==> src/rtl/mc_pkg.sv <==
// mc_pkg: shared encodings for the multicycle MIPS control path.
// Holds the opcode and funct constants, the control FSM state encoding,
// the ALUOp codes and the select encodings for the ALUSrcB, PCSource,
// MemtoReg and RegDst muxes. The ALU control block and the datapath
// muxes import the same package, so all of them agree on these values.
package mc_pkg;

  // Primary opcodes (IR[31:26]) and the one funct code that matters here
  localparam logic [5:0] OP_RTYPE = 6'b000000;
  localparam logic [5:0] OP_J     = 6'b000010;
  localparam logic [5:0] OP_JAL   = 6'b000011;
  localparam logic [5:0] OP_BEQ   = 6'b000100;
  localparam logic [5:0] OP_BNE   = 6'b000101;
  localparam logic [5:0] OP_ADDI  = 6'b001000;
  localparam logic [5:0] OP_ANDI  = 6'b001100;
  localparam logic [5:0] OP_ORI   = 6'b001101;
  localparam logic [5:0] OP_LUI   = 6'b001111;
  localparam logic [5:0] OP_LW    = 6'b100011;
  localparam logic [5:0] OP_SW    = 6'b101011;
  localparam logic [5:0] FUNCT_JR = 6'b001000;

  // Control FSM states; the numeric values are visible on the debug port
  typedef enum logic [3:0] {
    S_FETCH   = 4'd0,
    S_DECODE  = 4'd1,
    S_MEMADR  = 4'd2,
    S_MEMRD   = 4'd3,
    S_MEMWB   = 4'd4,
    S_MEMWR   = 4'd5,
    S_RTEXEC  = 4'd6,
    S_RTWB    = 4'd7,
    S_BRANCH  = 4'd8,
    S_IMMEXEC = 4'd9,
    S_IMMWB   = 4'd10,
    S_JUMP    = 4'd11,
    S_JR      = 4'd12,
    S_LUI     = 4'd13,
    S_TRAP    = 4'd14,
    S_UNUSED  = 4'd15
  } stateT;

  // ALUOp codes handed to the ALU control block
  localparam logic [3:0] ALU_ADD   = 4'b0000;
  localparam logic [3:0] ALU_SUB   = 4'b0001;
  localparam logic [3:0] ALU_OR    = 4'b0010;
  localparam logic [3:0] ALU_AND   = 4'b0011;
  localparam logic [3:0] ALU_RTYPE = 4'b0111;

  // ALU B operand select
  localparam logic [2:0] SRCB_B        = 3'd0;
  localparam logic [2:0] SRCB_FOUR     = 3'd1;
  localparam logic [2:0] SRCB_SIGNEXT  = 3'd2;
  localparam logic [2:0] SRCB_SIGNSHL2 = 3'd3;
  localparam logic [2:0] SRCB_ZEROEXT  = 3'd4;

  // ALU A operand select
  localparam logic SRCA_PC = 1'b0;
  localparam logic SRCA_A  = 1'b1;

  // Next-PC source select
  localparam logic [1:0] PCSRC_ALU    = 2'd0;
  localparam logic [1:0] PCSRC_ALUOUT = 2'd1;
  localparam logic [1:0] PCSRC_JUMP   = 2'd2;
  localparam logic [1:0] PCSRC_RS     = 2'd3;

  // Register file write-data select
  localparam logic [1:0] M2R_ALUOUT = 2'd0;
  localparam logic [1:0] M2R_MDR    = 2'd1;
  localparam logic [1:0] M2R_PC     = 2'd2;
  localparam logic [1:0] M2R_LUI    = 2'd3;

  // Register file write-address select
  localparam logic [1:0] REGDST_RT = 2'd0;
  localparam logic [1:0] REGDST_RD = 2'd1;
  localparam logic [1:0] REGDST_RA = 2'd2;

endpackage

==> src/rtl/multicycle_control.sv <==
// multicycle_control: main control FSM of the multicycle MIPS core.
// Sequences the shared memory port, the ALU and the holding registers
// through fetch/decode/execute/memory/writeback, traps illegal opcodes
// and counts retired instructions.
// Ports:
//   clk, reset          rising-edge clock, asynchronous active-high reset
//   OP, Funct           IR[31:26] and IR[5:0], stable from DECODE onward
//   MemReady            memory finishes the current access this cycle
//   PCWrite, BranchEQ, BranchNE, IorD, MemRead, MemWrite, IRWrite,
//   RegWrite, RegDst, MemtoReg, ALUSrcA, ALUSrcB, ALUOp, PCSource
//                       datapath control strobes and mux selects
//   State               current state, for debug
//   IllegalOp           sticky flag, set when an illegal opcode is decoded
//   InstrCount          retired-instruction counter, wraps
module multicycle_control
  import mc_pkg::*;
#(
  parameter int COUNT_WIDTH = 32,
  parameter bit ADDR_SEL_PC = 1'b0
) (
  input  logic                   clk,
  input  logic                   reset,
  input  logic [5:0]             OP,
  input  logic [5:0]             Funct,
  input  logic                   MemReady,
  output logic                   PCWrite,
  output logic                   BranchEQ,
  output logic                   BranchNE,
  output logic                   IorD,
  output logic                   MemRead,
  output logic                   MemWrite,
  output logic                   IRWrite,
  output logic                   RegWrite,
  output logic [1:0]             RegDst,
  output logic [1:0]             MemtoReg,
  output logic                   ALUSrcA,
  output logic [2:0]             ALUSrcB,
  output logic [3:0]             ALUOp,
  output logic [1:0]             PCSource,
  output logic [3:0]             State,
  output logic                   IllegalOp,
  output logic [COUNT_WIDTH-1:0] InstrCount
);

  stateT state;
  stateT nextState;
  logic  retire;

  assign State = state;

  // State register: reset always restarts at FETCH, abandoning whatever
  // instruction was in flight.
  always_ff @(posedge clk or posedge reset) begin
    if (reset) begin
      state <= S_FETCH;
    end else begin
      state <= nextState;
    end
  end

  // Next-state logic. OP/Funct are only consulted in states where the IR
  // is already loaded. retire marks the last cycle of an instruction, i.e.
  // the cycle whose transition returns to FETCH.
  always_comb begin
    nextState = state;
    retire    = 1'b0;
    case (state)
      S_FETCH:   if (MemReady) nextState = S_DECODE;
      S_DECODE: begin
        case (OP)
          OP_LW, OP_SW:             nextState = S_MEMADR;
          OP_RTYPE:                 nextState = (Funct == FUNCT_JR) ? S_JR : S_RTEXEC;
          OP_BEQ, OP_BNE:           nextState = S_BRANCH;
          OP_ADDI, OP_ANDI, OP_ORI: nextState = S_IMMEXEC;
          OP_LUI:                   nextState = S_LUI;
          OP_J, OP_JAL:             nextState = S_JUMP;
          default:                  nextState = S_TRAP;
        endcase
      end
      S_MEMADR:  nextState = (OP == OP_LW) ? S_MEMRD : S_MEMWR;
      S_MEMRD:   if (MemReady) nextState = S_MEMWB;
      S_MEMWR: begin
        if (MemReady) begin
          nextState = S_FETCH;
          retire    = 1'b1;
        end
      end
      S_RTEXEC:  nextState = S_RTWB;
      S_IMMEXEC: nextState = S_IMMWB;
      S_MEMWB, S_RTWB, S_BRANCH, S_IMMWB, S_JUMP, S_JR, S_LUI: begin
        nextState = S_FETCH;
        retire    = 1'b1;
      end
      S_TRAP:    nextState = S_TRAP;
      default:   nextState = S_TRAP;
    endcase
  end

  // Output decode. Mostly Moore; branch polarity, the immediate ALU mode
  // and jal's link write look at OP, and FETCH's PC/IR loads wait for
  // MemReady. Reset suppresses every strobe so nothing is written while
  // the core is held.
  always_comb begin
    PCWrite  = 1'b0;
    BranchEQ = 1'b0;
    BranchNE = 1'b0;
    IorD     = 1'b0;
    MemRead  = 1'b0;
    MemWrite = 1'b0;
    IRWrite  = 1'b0;
    RegWrite = 1'b0;
    RegDst   = REGDST_RT;
    MemtoReg = M2R_ALUOUT;
    ALUSrcA  = SRCA_PC;
    ALUSrcB  = SRCB_B;
    ALUOp    = ALU_ADD;
    PCSource = PCSRC_ALU;
    case (state)
      S_FETCH: begin
        MemRead = 1'b1;
        IorD    = ADDR_SEL_PC;
        ALUSrcB = SRCB_FOUR;
        PCWrite = MemReady;
        IRWrite = MemReady;
      end
      S_DECODE:  ALUSrcB = SRCB_SIGNSHL2;
      S_MEMADR: begin
        ALUSrcA = SRCA_A;
        ALUSrcB = SRCB_SIGNEXT;
      end
      S_MEMRD: begin
        MemRead = 1'b1;
        IorD    = ~ADDR_SEL_PC;
      end
      S_MEMWB: begin
        RegWrite = 1'b1;
        MemtoReg = M2R_MDR;
      end
      S_MEMWR: begin
        MemWrite = 1'b1;
        IorD     = ~ADDR_SEL_PC;
      end
      S_RTEXEC: begin
        ALUSrcA = SRCA_A;
        ALUOp   = ALU_RTYPE;
      end
      S_RTWB: begin
        RegWrite = 1'b1;
        RegDst   = REGDST_RD;
      end
      S_BRANCH: begin
        ALUSrcA  = SRCA_A;
        ALUOp    = ALU_SUB;
        PCSource = PCSRC_ALUOUT;
        BranchEQ = (OP == OP_BEQ);
        BranchNE = (OP == OP_BNE);
      end
      S_IMMEXEC: begin
        ALUSrcA = SRCA_A;
        case (OP)
          OP_ADDI: ALUSrcB = SRCB_SIGNEXT;
          OP_ANDI: begin
            ALUSrcB = SRCB_ZEROEXT;
            ALUOp   = ALU_AND;
          end
          OP_ORI: begin
            ALUSrcB = SRCB_ZEROEXT;
            ALUOp   = ALU_OR;
          end
          default: ALUSrcB = SRCB_B;
        endcase
      end
      S_IMMWB:   RegWrite = 1'b1;
      S_JUMP: begin
        PCWrite  = 1'b1;
        PCSource = PCSRC_JUMP;
        // PC already advanced in FETCH, so it is the link value for jal
        if (OP == OP_JAL) begin
          RegWrite = 1'b1;
          RegDst   = REGDST_RA;
          MemtoReg = M2R_PC;
        end
      end
      S_JR: begin
        PCWrite  = 1'b1;
        PCSource = PCSRC_RS;
      end
      S_LUI: begin
        RegWrite = 1'b1;
        MemtoReg = M2R_LUI;
      end
      default: ;
    endcase
    if (reset) begin
      PCWrite  = 1'b0;
      IRWrite  = 1'b0;
      RegWrite = 1'b0;
      MemRead  = 1'b0;
      MemWrite = 1'b0;
      BranchEQ = 1'b0;
      BranchNE = 1'b0;
    end
  end

  // Trap flag and retired counter. The flag rises on the same edge that
  // enters TRAP so it lines up with the state; it is only cleared by reset.
  always_ff @(posedge clk or posedge reset) begin
    if (reset) begin
      IllegalOp  <= 1'b0;
      InstrCount <= '0;
    end else begin
      if (nextState == S_TRAP) begin
        IllegalOp <= 1'b1;
      end
      if (retire) begin
        InstrCount <= InstrCount + COUNT_WIDTH'(1);
      end
    end
  end

endmodule

==> config.mk <==
export PLATFORM = sky130hd
export DESIGN_NAME = multicycle_control
export DESIGN_NICKNAME = d
export VERILOG_FILES = /design/src/rtl/mc_pkg.sv /design/src/rtl/multicycle_control.sv
export SDC_FILE = /design/constraint.sdc
export NUM_CORES = 1
export LEC_CHECK = 0
export CAP_MARGIN = 20
export CORE_AREA = 4 4 79 81
export DETAILED_ROUTE_END_ITERATION = 12
export DIE_AREA = 0 0 83 85
export DONT_BUFFER_PORTS = 1
export GPL_TIMING_DRIVEN = 0
export PLACE_DENSITY = 0.56
export SKIP_LAST_GASP = 1
export SYNTH_ARGS = -nofsm -noshare
export SYNTH_HDL_FRONTEND = slang
export SYNTH_SLANG_ARGS = --single-unit
export TNS_END_PERCENT = 50
==> constraint.sdc <==
create_clock -name clk -period 2.8 [get_ports clk]
set_clock_uncertainty 0.1 [all_clocks]
set_input_delay 0.56 -clock clk [delete_from_list [all_inputs] [get_ports clk]]
set_output_delay 0.56 -clock clk [all_outputs]
set_load 0.1 [all_outputs]
Word-level counts from Yosys, hierarchy flattened:

Index checks and enable logic that the tools add are counted.

* output and inout port bits: 59
* input port bits: 15
* word-level logic and storage cells: 76
* flip-flop bits (word level): 37

* add/sub/neg operators: 1
* equality and inequality tests: 25
* reduce and logical (&&, ||, !) cells: 13
* multiplexer cells: 34

Operators by type and width (number)
* adder 32 x 1 -> 32 bit (second input constant): 1
* one-hot mux 4 bit (8 select lines): 1
* == test 6 x 4 -> 1 bit (second input constant): 5
* == test 4 bit (second input constant): 7
* one-hot mux 4 bit (6 select lines): 1
* == test 4 x 3 -> 1 bit (second input constant): 4
* 2-to-1 mux 1 bit: 16
* 2-to-1 mux 4 bit: 4
* OR reduction 2 bit: 7
* == test 6 x 2 -> 1 bit (second input constant): 2
* == test 6 x 3 -> 1 bit (second input constant): 2
* == test 6 bit (second input constant): 2
* one-hot mux 2 bit (3 select lines): 2
* one-hot mux 3 bit (4 select lines): 1
* one-hot mux 3 bit (3 select lines): 1
* == test 4 x 2 -> 1 bit (second input constant): 2
* one-hot mux 2 bit (2 select lines): 2
* OR reduction 4 bit: 2
* OR reduction 7 bit: 1
* zero test 6 bit: 1
* one-hot mux 1 bit (2 select lines): 3
* one-hot mux 3 bit (2 select lines): 1
* == test 4 x 1 -> 1 bit (second input constant): 1
* zero test 4 bit: 1
* other kinds (3): 3

Depth between registers and ports, before layout:

Gate-level depths: netlist of the first run.

* depth after elaboration: 5
* gate-level depth with buffers: 8
* depth with buffers taken out: 5

Least setup slack after synthesis of the first run:

No wires, ideal clock.

* path kind: register to output
* start: register state[3], in the netlist State[3]
* end: output BranchEQ
* buffers on the path: 1
* required time: 2.140 ns
* cell stages (with the launch flop): 6
* setup slack: -2.402 ns
* arrival time: 4.542 ns
* cells stage by stage: dfrtp_1 -> buf_2 -> inv_1 -> nor2_1 -> and3_1 -> nor4bb_1

* cells in the longest elaborated chain, start to end: 3

Ends and longest elaborated chain
* start: declaration: line multicycle_control.sv:45 `stateT state;`
* start signal: assignment: line multicycle_control.sv:57 `state <= nextState;`
* == test 4 bit: line multicycle_control.sv:118 `case (state)`
* 2-to-1 mux 1 bit: line multicycle_control.sv:118
* 2-to-1 mux 1 bit: line multicycle_control.sv:194 `if (reset) begin`
* end: declaration: line multicycle_control.sv:27 `output logic BranchEQ,`

No other way between the ends.

Final worst setup path of the first run:

* start: register state[1], in the netlist State[1]
* end: output PCWrite

* cells in the longest elaborated chain, start to end: 4
* elaborated cells on any way between the ends: 6
* classes of those cells: 2 x eq/ne; 2 x mux; 2 x reduce/logical

Ends and longest elaborated chain
* == test 4 bit: line multicycle_control.sv:118
* OR reduction 2 bit (no source line)
* one-hot mux 1 bit (2 select lines) (*): line multicycle_control.sv:118
* 2-to-1 mux 1 bit (*): line multicycle_control.sv:194
* end: declaration: line multicycle_control.sv:26 `output logic PCWrite,`

Every way passes the cells marked *; elsewhere a longest branch is shown, timed or not.

==> results.py, run 1 <==
metrics = {
    "placement": {
        "hpwl_um": 4380,
        "gp_congestion": 0.775,
        "place_area_mm2": 0.00264,
        "port_buffers": 0,
    },
    "clock_tree": {
        "clock_sinks": 37,
        "cts_buffer_depth": 2,
        "cts_tree": "built",
        "insertion_delay_ns": 0.30,
        "cts_max_level": 2,
        "path_clk_slew_ns": 0.09,
        "cts-buffers-inserted": 5,
        "clockRootBuffer": "clkbuf_8",
    },
    "power_and_ir_drop": {
        "p_comb_frac": 0.500,
        "p_switching_mw": 2.26,
        "p_leak_nw": 1.35,
        "pwr-share-seq": 0.354,
        "ir_worst_vdd_mv": 0.694,
        "powerDensity_mw_per_mm2": 1200,
        "p_int_mw": 1.67,
        "swShare": 0.575,
        "clock_power_share": 0.146,
        "p_total_mw": 3.93,
    },
    "timing": {
        "slew_violations": 0,
        "period_needed_ns": 3.04,
        "hold_viol": 0,
        "slew_headroom": 0.265,
        "setup_viol": 13,
        "max_freq_mhz": 329,
        "grt_setup_unrepaired": "true",
        "max_slew.worst_pin.slew_ns": 1.10,
        "hold_ws_ns": 0.207,
        "layout_setup_ws_ns": -0.240,
        "period_share": 1.09,
    },
    "min_path": {
        "hp-class": "input pin to async pin",
    },
    "route": {
        "dr.pass1.iters": 4,
        "drc": 0,
        "detail_route.vias_per_cell": 5.69,
        "wire_per_inst_um": 18.1,
        "via_count": 2099,
        "drtIter0Drc": 94,
        "ant_nets": 0,
        "routed_wl_um": 6700,
    },
    "setup_path": {
        "worstPathMaxFanout": 6,
        "cp_data_arrival_time_ns": 2.38,
        "path_class": "register to output pin",
        "endpoint_kind": "output pin",
        "timing.rr.end": "InstrCount[22]",
        "cp.required_ns": 2.14,
        "rrSetupSlack_ns": -0.02,
        "critPathLaunchType": "register",
        "r2r_start": "State[0]",
        "r2r_cells": 10,
    },
    "global_routing": {
        "grt_util_all_layers": 0.193,
        "first_global_vias": 2119,
        "antenna_found_initial": 0,
        "grt_pass1_wl_um": 11200,
        "grt_max_degree": 39,
        "grt-ovfl-total": 0,
    },
    "synthesis": {
        "syn-num-nets": 278,
        "synth.distinct_cells": 51,
        "async_flop_share": 1.00,
        "yosysSeqAreaShare": 0.404,
        "synthFlopType": "dfrtp_1",
        "syn_area_per_cell_um2": 8.75,
        "synth_edf_count": 0,
        "syn_area_mm2": 0.00229,
        "yosysWarnings": 0,
        "syn_inst": 262,
        "synth_seq_cells": 37,
    },
    "layout": {
        "layout-drive-gt1-share": 0.394,
        "final_area_mm2": 0.00328,
        "most-common-layout-cells": "dfrtp_1, nand2_1, buf_4",
        "areaGrowthSynthToFinish_pct": 42.9,
        "nets": 312,
        "n_fill_cell": 474,
        "n_antenna_cell": 0,
    },
    "floorplanning": {
        "fp.dieArea_mm2": 0.00706,
        "die_h_um": 85,
        "rows": 27,
        "initial_core_util": 0.419,
        "io_pins": 74,
        "die_w_um": 83,
        "core_mm2": 0.00547,
    },
    "run": {
        "drv_cap": 0,
    },
    "status": {
        "status": "finished with violations",
        "violations": "negative setup slack",
    },
}
## layout make-up
type	count	area, µm²	area share
clock inverters	3	68.8	0.0210
flip-flops and latches	37	956	0.292
plain buffers	15	168	0.0512
well taps	72	90.1	0.0275
multi-input cells	200	1630	0.497
repair buffers	27	249	0.0760
inverters	10	48.8	0.0149
clock buffers	5	68.8	0.0210
## metrics by stage
step	cells	setup TNS (ns)	util	setup WS (ns)
2_1_floorplan	262	-0.404	-	-0.169
3_3_place_gp	334	-2.61	0.471	-0.402
3_5_place_dp	337	-2.41	0.482	-0.247
4_1_cts	361	-2.06	0.562	-0.211
5_1_grt	369	-3.09	0.599	-0.257
6_report	369	-1.32	0.599	-0.240
## routing by layer
metal	track usage	vias to the layer above	wire length, µm
met2	0.302	68	3140
li1	-	990	-
met1	0.253	1034	2970
met4	0.0490	0	82
met3	0.0709	7	504
met5	0	-	0
## worst max-delay path, stage by stage, from the launching register on
cell and delay [ns]:
dfrtp_4 0.65, buf_8 0.20, nor3_1 0.43, and3_4 0.49
a21o_4 0.32
## power by group through the flow
| stage | registers [mW] | clock network (mW) | logic [mW] |
|---|---|---|---|
| final | 1.39 | 0.572 | 1.97 |
| after global routing | 1.42 | 0.614 | 2.07 |
| after CTS | 1.38 | 0.585 | 1.81 |
| after detailed placement | 1.39 | 0 | 1.49 |
| after global placement | 1.39 | 0 | 1.43 |
| after floorplan | 1.35 | 0 | 1.28 |
## Yosys cell counts, types with 2 or more instances
library cell / n / area share
nor3_1: 15 / 0.033
nand3_1: 14 / 0.031
nand2b_1: 5 / 0.014
o21ai_0: 7 / 0.015
nand2_1: 25 / 0.041
a211oi_1: 2 / 0.0065
and4_1: 3 / 0.011
a21oi_1: 11 / 0.024
o211ai_1: 4 / 0.013
xor2_1: 20 / 0.076
nor4_2: 3 / 0.016
or2_2: 2 / 0.0055
o22ai_1: 2 / 0.0055
and3_1: 8 / 0.022
clkbuf_1: 9 / 0.015
buf_4: 2 / 0.0065
nor2_1: 23 / 0.038
nor4_1: 2 / 0.0055
dfrtp_1: 37 / 0.40
nand4_1: 6 / 0.016
nor4b_1: 2 / 0.0076
buf_6: 2 / 0.0098
inv_1: 10 / 0.016
or3_1: 4 / 0.011
nor2b_1: 6 / 0.016
xnor2_1: 12 / 0.046
and3b_1: 2 / 0.0076
## how the worst max path moves through the flow
stage / start / to / slack, ns
3_5_place_dp: State[1] / RegDst[1] / -0.25
3_3_place_gp: State[3] / BranchEQ / -0.40
6_report: State[1] / PCWrite / -0.24
4_1_cts: State[1] / PCWrite / -0.21
5_1_grt: State[1] / PCWrite / -0.26
2_1_floorplan: State[3] / BranchEQ / -0.17
## logic make-up after synthesis
kind of cell	share of synthesized area
other cells	0.00164
flops	0.404
fa+ha+maj	0.00546
compound gates	0.110
xor+xnor	0.122
buf+inv	0.0513
simple gates	0.305
## repair_timing
item                       4_1_cts  5_1_grt
hold buffers                     0        0
pin swaps                        8       15
cloned                           1        0
setup buffers                   15        8
setup endpoints to repair       33       36
resized for setup               38       40
## flip-flops by register name, indices dropped and copies added (netlist names)
register and cells:
State 4, IllegalOp 1, InstrCount 32
Power figures use the tool's default switching activity.
==> run 2: changes to the inputs <==
--- a/config.mk
+++ b/config.mk
@@ -6,12 +6,12 @@
 export NUM_CORES = 1
 export LEC_CHECK = 0
 export CAP_MARGIN = 20
-export CORE_AREA = 4 4 79 81
+export CORE_AREA = 4 4 66 68
 export DETAILED_ROUTE_END_ITERATION = 12
-export DIE_AREA = 0 0 83 85
+export DIE_AREA = 0 0 70 72
 export DONT_BUFFER_PORTS = 1
 export GPL_TIMING_DRIVEN = 0
-export PLACE_DENSITY = 0.56
+export PLACE_DENSITY = 0.76
 export SKIP_LAST_GASP = 1
 export SYNTH_ARGS = -nofsm -noshare
 export SYNTH_HDL_FRONTEND = slang
==> run 2 against run 1 <==
Effect of this change: final cell count fell by 7.6%; global-route usage rose by 5.8 points; clock-buffer cell count rose by 3; routed wire length fell by 1.6%; die area fell by 29%; register-to-register slack got worse by 0.13 ns; sequential power barely moved; the flow still finishes with violations (negative setup slack); highest routed layer unchanged.
==> results.py, run 2 (synthesized netlist as in run 1, its figures left out) <==
metrics = {
    "min_path": {
        "hp-class": "input pin to async pin",
    },
    "layout": {
        "nets": 306,
        "regMostFlops": "InstrCount",
        "areaGrowthSynthToFinish_pct": 34.6,
        "layout-drive-gt1-share": 0.351,
        "layout.cells.most_common": "dfrtp_1",
        "most-common-layout-cells": "dfrtp_1, nand2_1, xor2_1",
        "n_antenna_cell": 0,
        "final_area_mm2": 0.00309,
        "largest_register_ff_count": 32,
    },
    "timing": {
        "max_slew.worst_pin.slew_ns": 1.09,
        "hold_ws_ns": 0.195,
        "period_share": 1.07,
        "slew_violations": 0,
        "max_freq_mhz": 333,
        "setup_viol": 18,
        "hold_viol": 0,
        "layout_setup_ws_ns": -0.207,
        "period_needed_ns": 3.01,
        "slew_headroom": 0.275,
        "grt_setup_unrepaired": "true",
    },
    "global_routing": {
        "grt_max_degree": 39,
        "antenna_found_initial": 0,
        "grt_pass1_wl_um": 10000,
        "first_global_vias": 1971,
        "grt_util_all_layers": 0.251,
        "grt-ovfl-total": 0,
    },
    "run": {
        "drv_cap": 0,
    },
    "placement": {
        "place_area_mm2": 0.00260,
        "gp_congestion": 0.848,
        "port_buffers": 0,
        "hpwl_um": 4050,
    },
    "setup_path": {
        "critPathLaunchType": "register",
        "crit_chain": "buf_6 -> buf_4 -> nor2b_1 -> buf_6 -> nand3_4 -> o22ai_4",
        "crit_family": "flip-flops",
        "cp.required_ns": 2.14,
        "path_buf_inv": 3,
        "path_common_cell": "buf_6",
        "path_class": "register to output pin",
        "max_stage_delay_ns": 0.62,
        "slowest_stage": "dfrtp_4",
        "endpoint_kind": "output pin",
        "worstPathMaxFanout": 6,
        "cp_data_arrival_time_ns": 2.35,
    },
    "power_and_ir_drop": {
        "p_switching_mw": 2.22,
        "swShare": 0.609,
        "p_leak_nw": 1.25,
        "clock_power_share": 0.098,
        "p_int_mw": 1.42,
        "powerDensity_mw_per_mm2": 1180,
        "p_comb_frac": 0.521,
        "ir_worst_vdd_mv": 0.729,
        "pwr-share-seq": 0.382,
        "p_total_mw": 3.64,
    },
    "route": {
        "wire_per_inst_um": 19.3,
        "dr.pass1.iters": 4,
        "via_count": 2159,
        "drtIter0Drc": 156,
        "ant_nets": 0,
        "detail_route.vias_per_cell": 6.33,
        "drc": 0,
        "routed_wl_um": 6590,
    },
    "floorplanning": {
        "io_pins": 74,
        "fp.dieArea_mm2": 0.00504,
        "initial_core_util": 0.594,
        "die_w_um": 70,
        "die_h_um": 72,
        "core_mm2": 0.00386,
        "rows": 23,
    },
    "status": {
        "status": "finished with violations",
        "violations": "negative setup slack",
    },
    "clock_tree": {
        "path_clk_slew_ns": 0.07,
        "clockRootBuffer": "clkbuf_8",
        "cts_max_level": 2,
        "clock_sinks": 37,
        "cts-buffers-inserted": 5,
        "cts_tree": "built",
        "insertion_delay_ns": 0.29,
        "holdBufCountCts": 0,
        "cts_buffer_depth": 2,
    },
}
## run 2: cell count changes in the layout (fill, tap and decap cells not counted), moves of 2 or more
cell / change
clkbuf_1: +4
nor3_1: +4
bufinv_16: -2
buf_4: -3
nor3_4: -3
nor4_2: +2
## run 2: area by class of cell
cell class	instances	area, µm²
inverters	10	48.8
fillers	213	771
repair buffers	21	201
clock buffers	8	80.1
well taps	50	62.6
plain buffers	15	158
flip-flops and latches	37	953
multi-input cells	200	1580
## run 2: path summary, 6_finish.rpt
path                                start              to  slack [ns]  depth (start not counted)
setup reg to reg                 State[0]  InstrCount[24]       -0.15                          9
min in group clk                    OP[4]        State[1]        0.51                          2
max in group asynchronous           reset        State[1]        1.82                          1
hold reg to reg            InstrCount[13]  InstrCount[13]        0.76                          1
setup / recovery                 State[0]        ALUOp[0]       -0.21                          6
hold / removal                      reset   InstrCount[0]        0.20                          1
## run 2: through the flow
stage,TNS [ns],utilization,worst slack [ns],std cells
after floorplan,-0.404,-,-0.169,262
after global placement,-2.11,0.661,-0.388,312
after detailed placement,-1.81,0.673,-0.284,314
after CTS,-1.67,0.760,-0.184,335
after global routing,-3.09,0.800,-0.276,341
final,-1.92,0.800,-0.207,341
## run 2: power groups by stage
stage               Clock (mW)  Sequential, mW  Combinational (mW)
finish                   0.355            1.39                1.89
floorplan                    0            1.35                1.28
CTS                      0.362            1.38                1.74
global placement             0            1.38                1.41
global route             0.385            1.40                1.97
detailed placement           0            1.38                1.46
## run 2: worst register-to-register path: cells and delay by family (launching register included)
family / cells / cell delay (ns)
simple gates: 3 / 0.88
compound gates: 1 / 0.40
buf+inv: 4 / 0.67
xor+xnor: 1 / 0.20
flops: 1 / 0.62
## run 2: what timing repair did
item,4_1_cts,5_1_grt
endpoints found under the setup margin,22,32
pin swaps,5,8
setup buffers,13,6
resized for setup,35,28
## run 2: per-layer routing
layer / vias up / wire, µm / GRT usage
met5: - / 0 / 0
met4: 0 / 116 / 0.0660
met3: 13 / 594 / 0.0942
met2: 110 / 3130 / 0.383
met1: 1055 / 2750 / 0.339
li1: 981 / - / -
==> run 3: changes to the inputs <==
==> constraint.sdc (replaced) <==
create_clock -name clk -period 2.8 [get_ports clk]
set_clock_uncertainty 0.1 [all_clocks]
set_input_delay 0.14 -clock clk [delete_from_list [all_inputs] [get_ports clk]]
set_output_delay 0.14 -clock clk [all_outputs]
set_load 0.1 [all_outputs]
==> run 3 against run 2 <==
Effect of this change: worst setup slack better by 0.19 ns; first-iteration DRC count increased by 9.0%; the flow still finishes with violations (negative setup slack); global-route usage down 2.5 points.
==> results.py, run 3 (synthesized netlist as in run 1, its figures left out) <==
metrics = {
    "timing": {
        "setup_viol": 1,
        "period_needed_ns": 2.82,
        "hold_viol": 0,
        "max_freq_mhz": 355,
        "slew_violations": 0,
        "max_slew.worst_pin.slew_ns": 1.11,
        "slew_headroom": 0.263,
        "grt_setup_unrepaired": "true",
        "period_share": 1.01,
        "layout_setup_ws_ns": -0.0189,
    },
    "setup_path": {
        "rrSetupSlack_ns": 0.11,
        "critPathLaunchType": "register",
        "r2r_cells": 7,
        "r2r_start": "State[3]",
        "path_class": "register to output pin",
        "cp.required_ns": 2.56,
        "max_stage_delay_ns": 0.63,
        "slowest_stage": "dfrtp_4",
        "worstPathMaxFanout": 10,
        "cp_data_arrival_time_ns": 2.58,
        "timing.rr.end": "InstrCount[26]",
        "crit_chain": "buf_2 -> nand2b_1 -> nor2_1 -> a21oi_1 -> nor2_4 -> a21o_4",
        "endpoint_kind": "output pin",
    },
    "floorplanning": {
        "die_h_um": 72,
        "initial_core_util": 0.594,
        "die_w_um": 70,
        "io_pins": 74,
        "rows": 23,
        "core_mm2": 0.00386,
        "fp.dieArea_mm2": 0.00504,
    },
    "clock_tree": {
        "insertion_delay_ns": 0.28,
        "clock_sinks": 37,
        "cts_max_level": 2,
        "clockRootBuffer": "clkbuf_8",
        "cts_tree": "built",
        "cts_buffer_depth": 2,
        "cts-buffers-inserted": 5,
        "path_clk_slew_ns": 0.07,
    },
    "global_routing": {
        "grt-ovfl-total": 0,
        "first_global_vias": 1833,
        "grt_util_all_layers": 0.226,
        "use_met2": 0.347,
        "grt_pass1_wl_um": 9180,
        "grt_max_degree": 39,
        "grt_use_met3": 0.0693,
        "antenna_found_initial": 0,
        "busiest_layer": "met2",
        "grt_use_met1": 0.310,
    },
    "layout": {
        "layout.cells.most_common": "nand2_1",
        "areaGrowthSynthToFinish_pct": 21.1,
        "layout-drive-gt1-share": 0.264,
        "most-common-layout-cells": "nand2_1, dfrtp_1, xor2_1",
        "n_fill_cell": 298,
        "final_area_mm2": 0.00278,
        "nets": 293,
        "regMostFlops": "InstrCount",
        "n_antenna_cell": 0,
        "largest_register_ff_count": 32,
        "post-route-util": 0.720,
    },
    "min_path": {
        "whs_path_depth": 2,
        "worstHoldStart": "OP[4]",
        "worstHoldEndpoint": "State[1]",
        "hp-class": "input pin to register",
    },
    "power_and_ir_drop": {
        "powerDensity_mw_per_mm2": 1200,
        "ir_worst_vdd_mv": 0.706,
        "p_leak_nw": 1.09,
    },
    "route": {
        "wire_per_inst_um": 17.5,
        "routed_wl_um": 5730,
        "via_count": 1967,
        "drtIter0Drc": 170,
        "dr.pass1.iters": 4,
        "drc": 0,
        "detail_route.vias_per_cell": 6.02,
        "ant_nets": 0,
    },
    "placement": {
        "gp_congestion": 0.864,
        "port_buffers": 0,
        "hpwl_um": 4090,
        "place_area_mm2": 0.00255,
    },
    "run": {
        "drv_cap": 0,
    },
    "status": {
        "violations": "negative setup slack",
        "status": "finished with violations",
    },
}
run 3: cell count changes in the layout (fill, tap and decap cells not counted), sizes merged:
cell / change
dlygate4sd3: +1
clkinvlp: -2
clkbuf: -1
buf: -14
inv: +2
run 3: cell type report:
cell class	count	area (µm²)	area share
Multi-Input combinational cell	200	1440	0.518
Sequential cell	37	953	0.344
Timing Repair Buffer	8	100	0.0361
Buffer	15	93.8	0.0338
Clock buffer	7	86.3	0.0311
Tap cell	50	62.6	0.0225
Inverter	10	41.3	0.0149
run 3: critical path, delay by kind of cell, from the launching register on:
kind            cells  cell delay, ns
simple gates        3            0.85
flops               1            0.63
buf+inv             1            0.32
compound gates      2            0.48
run 3: where the power goes:
part	switching [mW]	leakage (nW)	total, mW	internal [mW]
Clock	0.180	0.0443	0.376	0.195
Sequential	0.750	0.419	1.38	0.631
Combinational	1.14	0.629	1.58	0.437
run 3: worst max-delay path by stage:
stage	depth (start not counted)	to	slack (ns)	startpoint
floorplan	3	PCSource[0]	-0.80	State[1]
global placement	6	PCWrite	-0.98	State[2]
detailed placement	6	PCWrite	-1.03	State[2]
CTS	6	PCWrite	-0.16	State[2]
global route	6	PCWrite	-0.09	State[2]
finish	6	PCWrite	-0.02	State[2]
run 3: through the flow:
step | TNS, ns | hold slack (ns) | total power [mW] | worst slack [ns] | instances
2_1_floorplan | -3.76 | 0.228 | 2.53 | -0.798 | 262
6_report | -0.0189 | 0.0875 | 3.33 | -0.0189 | 327
5_1_grt | -0.220 | 0.109 | 3.46 | -0.0874 | 327
3_5_place_dp | -7.35 | 0.116 | 2.82 | -1.03 | 317
3_3_place_gp | -10.25 | 0.285 | 2.70 | -0.976 | 312
4_1_cts | -0.191 | 0.0799 | 3.26 | -0.160 | 325
run 3: timing repair:
item | CTS | global route
resized for setup | 21 | 25
pin swaps | 3 | 4
hold endpoints to repair | 37 | 0
hold buffers | 1 | 0
endpoints found under the setup margin | 39 | 26
buffers inserted | 0 | 2
run 3: layer usage:
metal,part of all wire,wire [µm]
met4,0.014,79
met3,0.092,528
met5,0,0
met1,0.42,2420
met2,0.47,2710
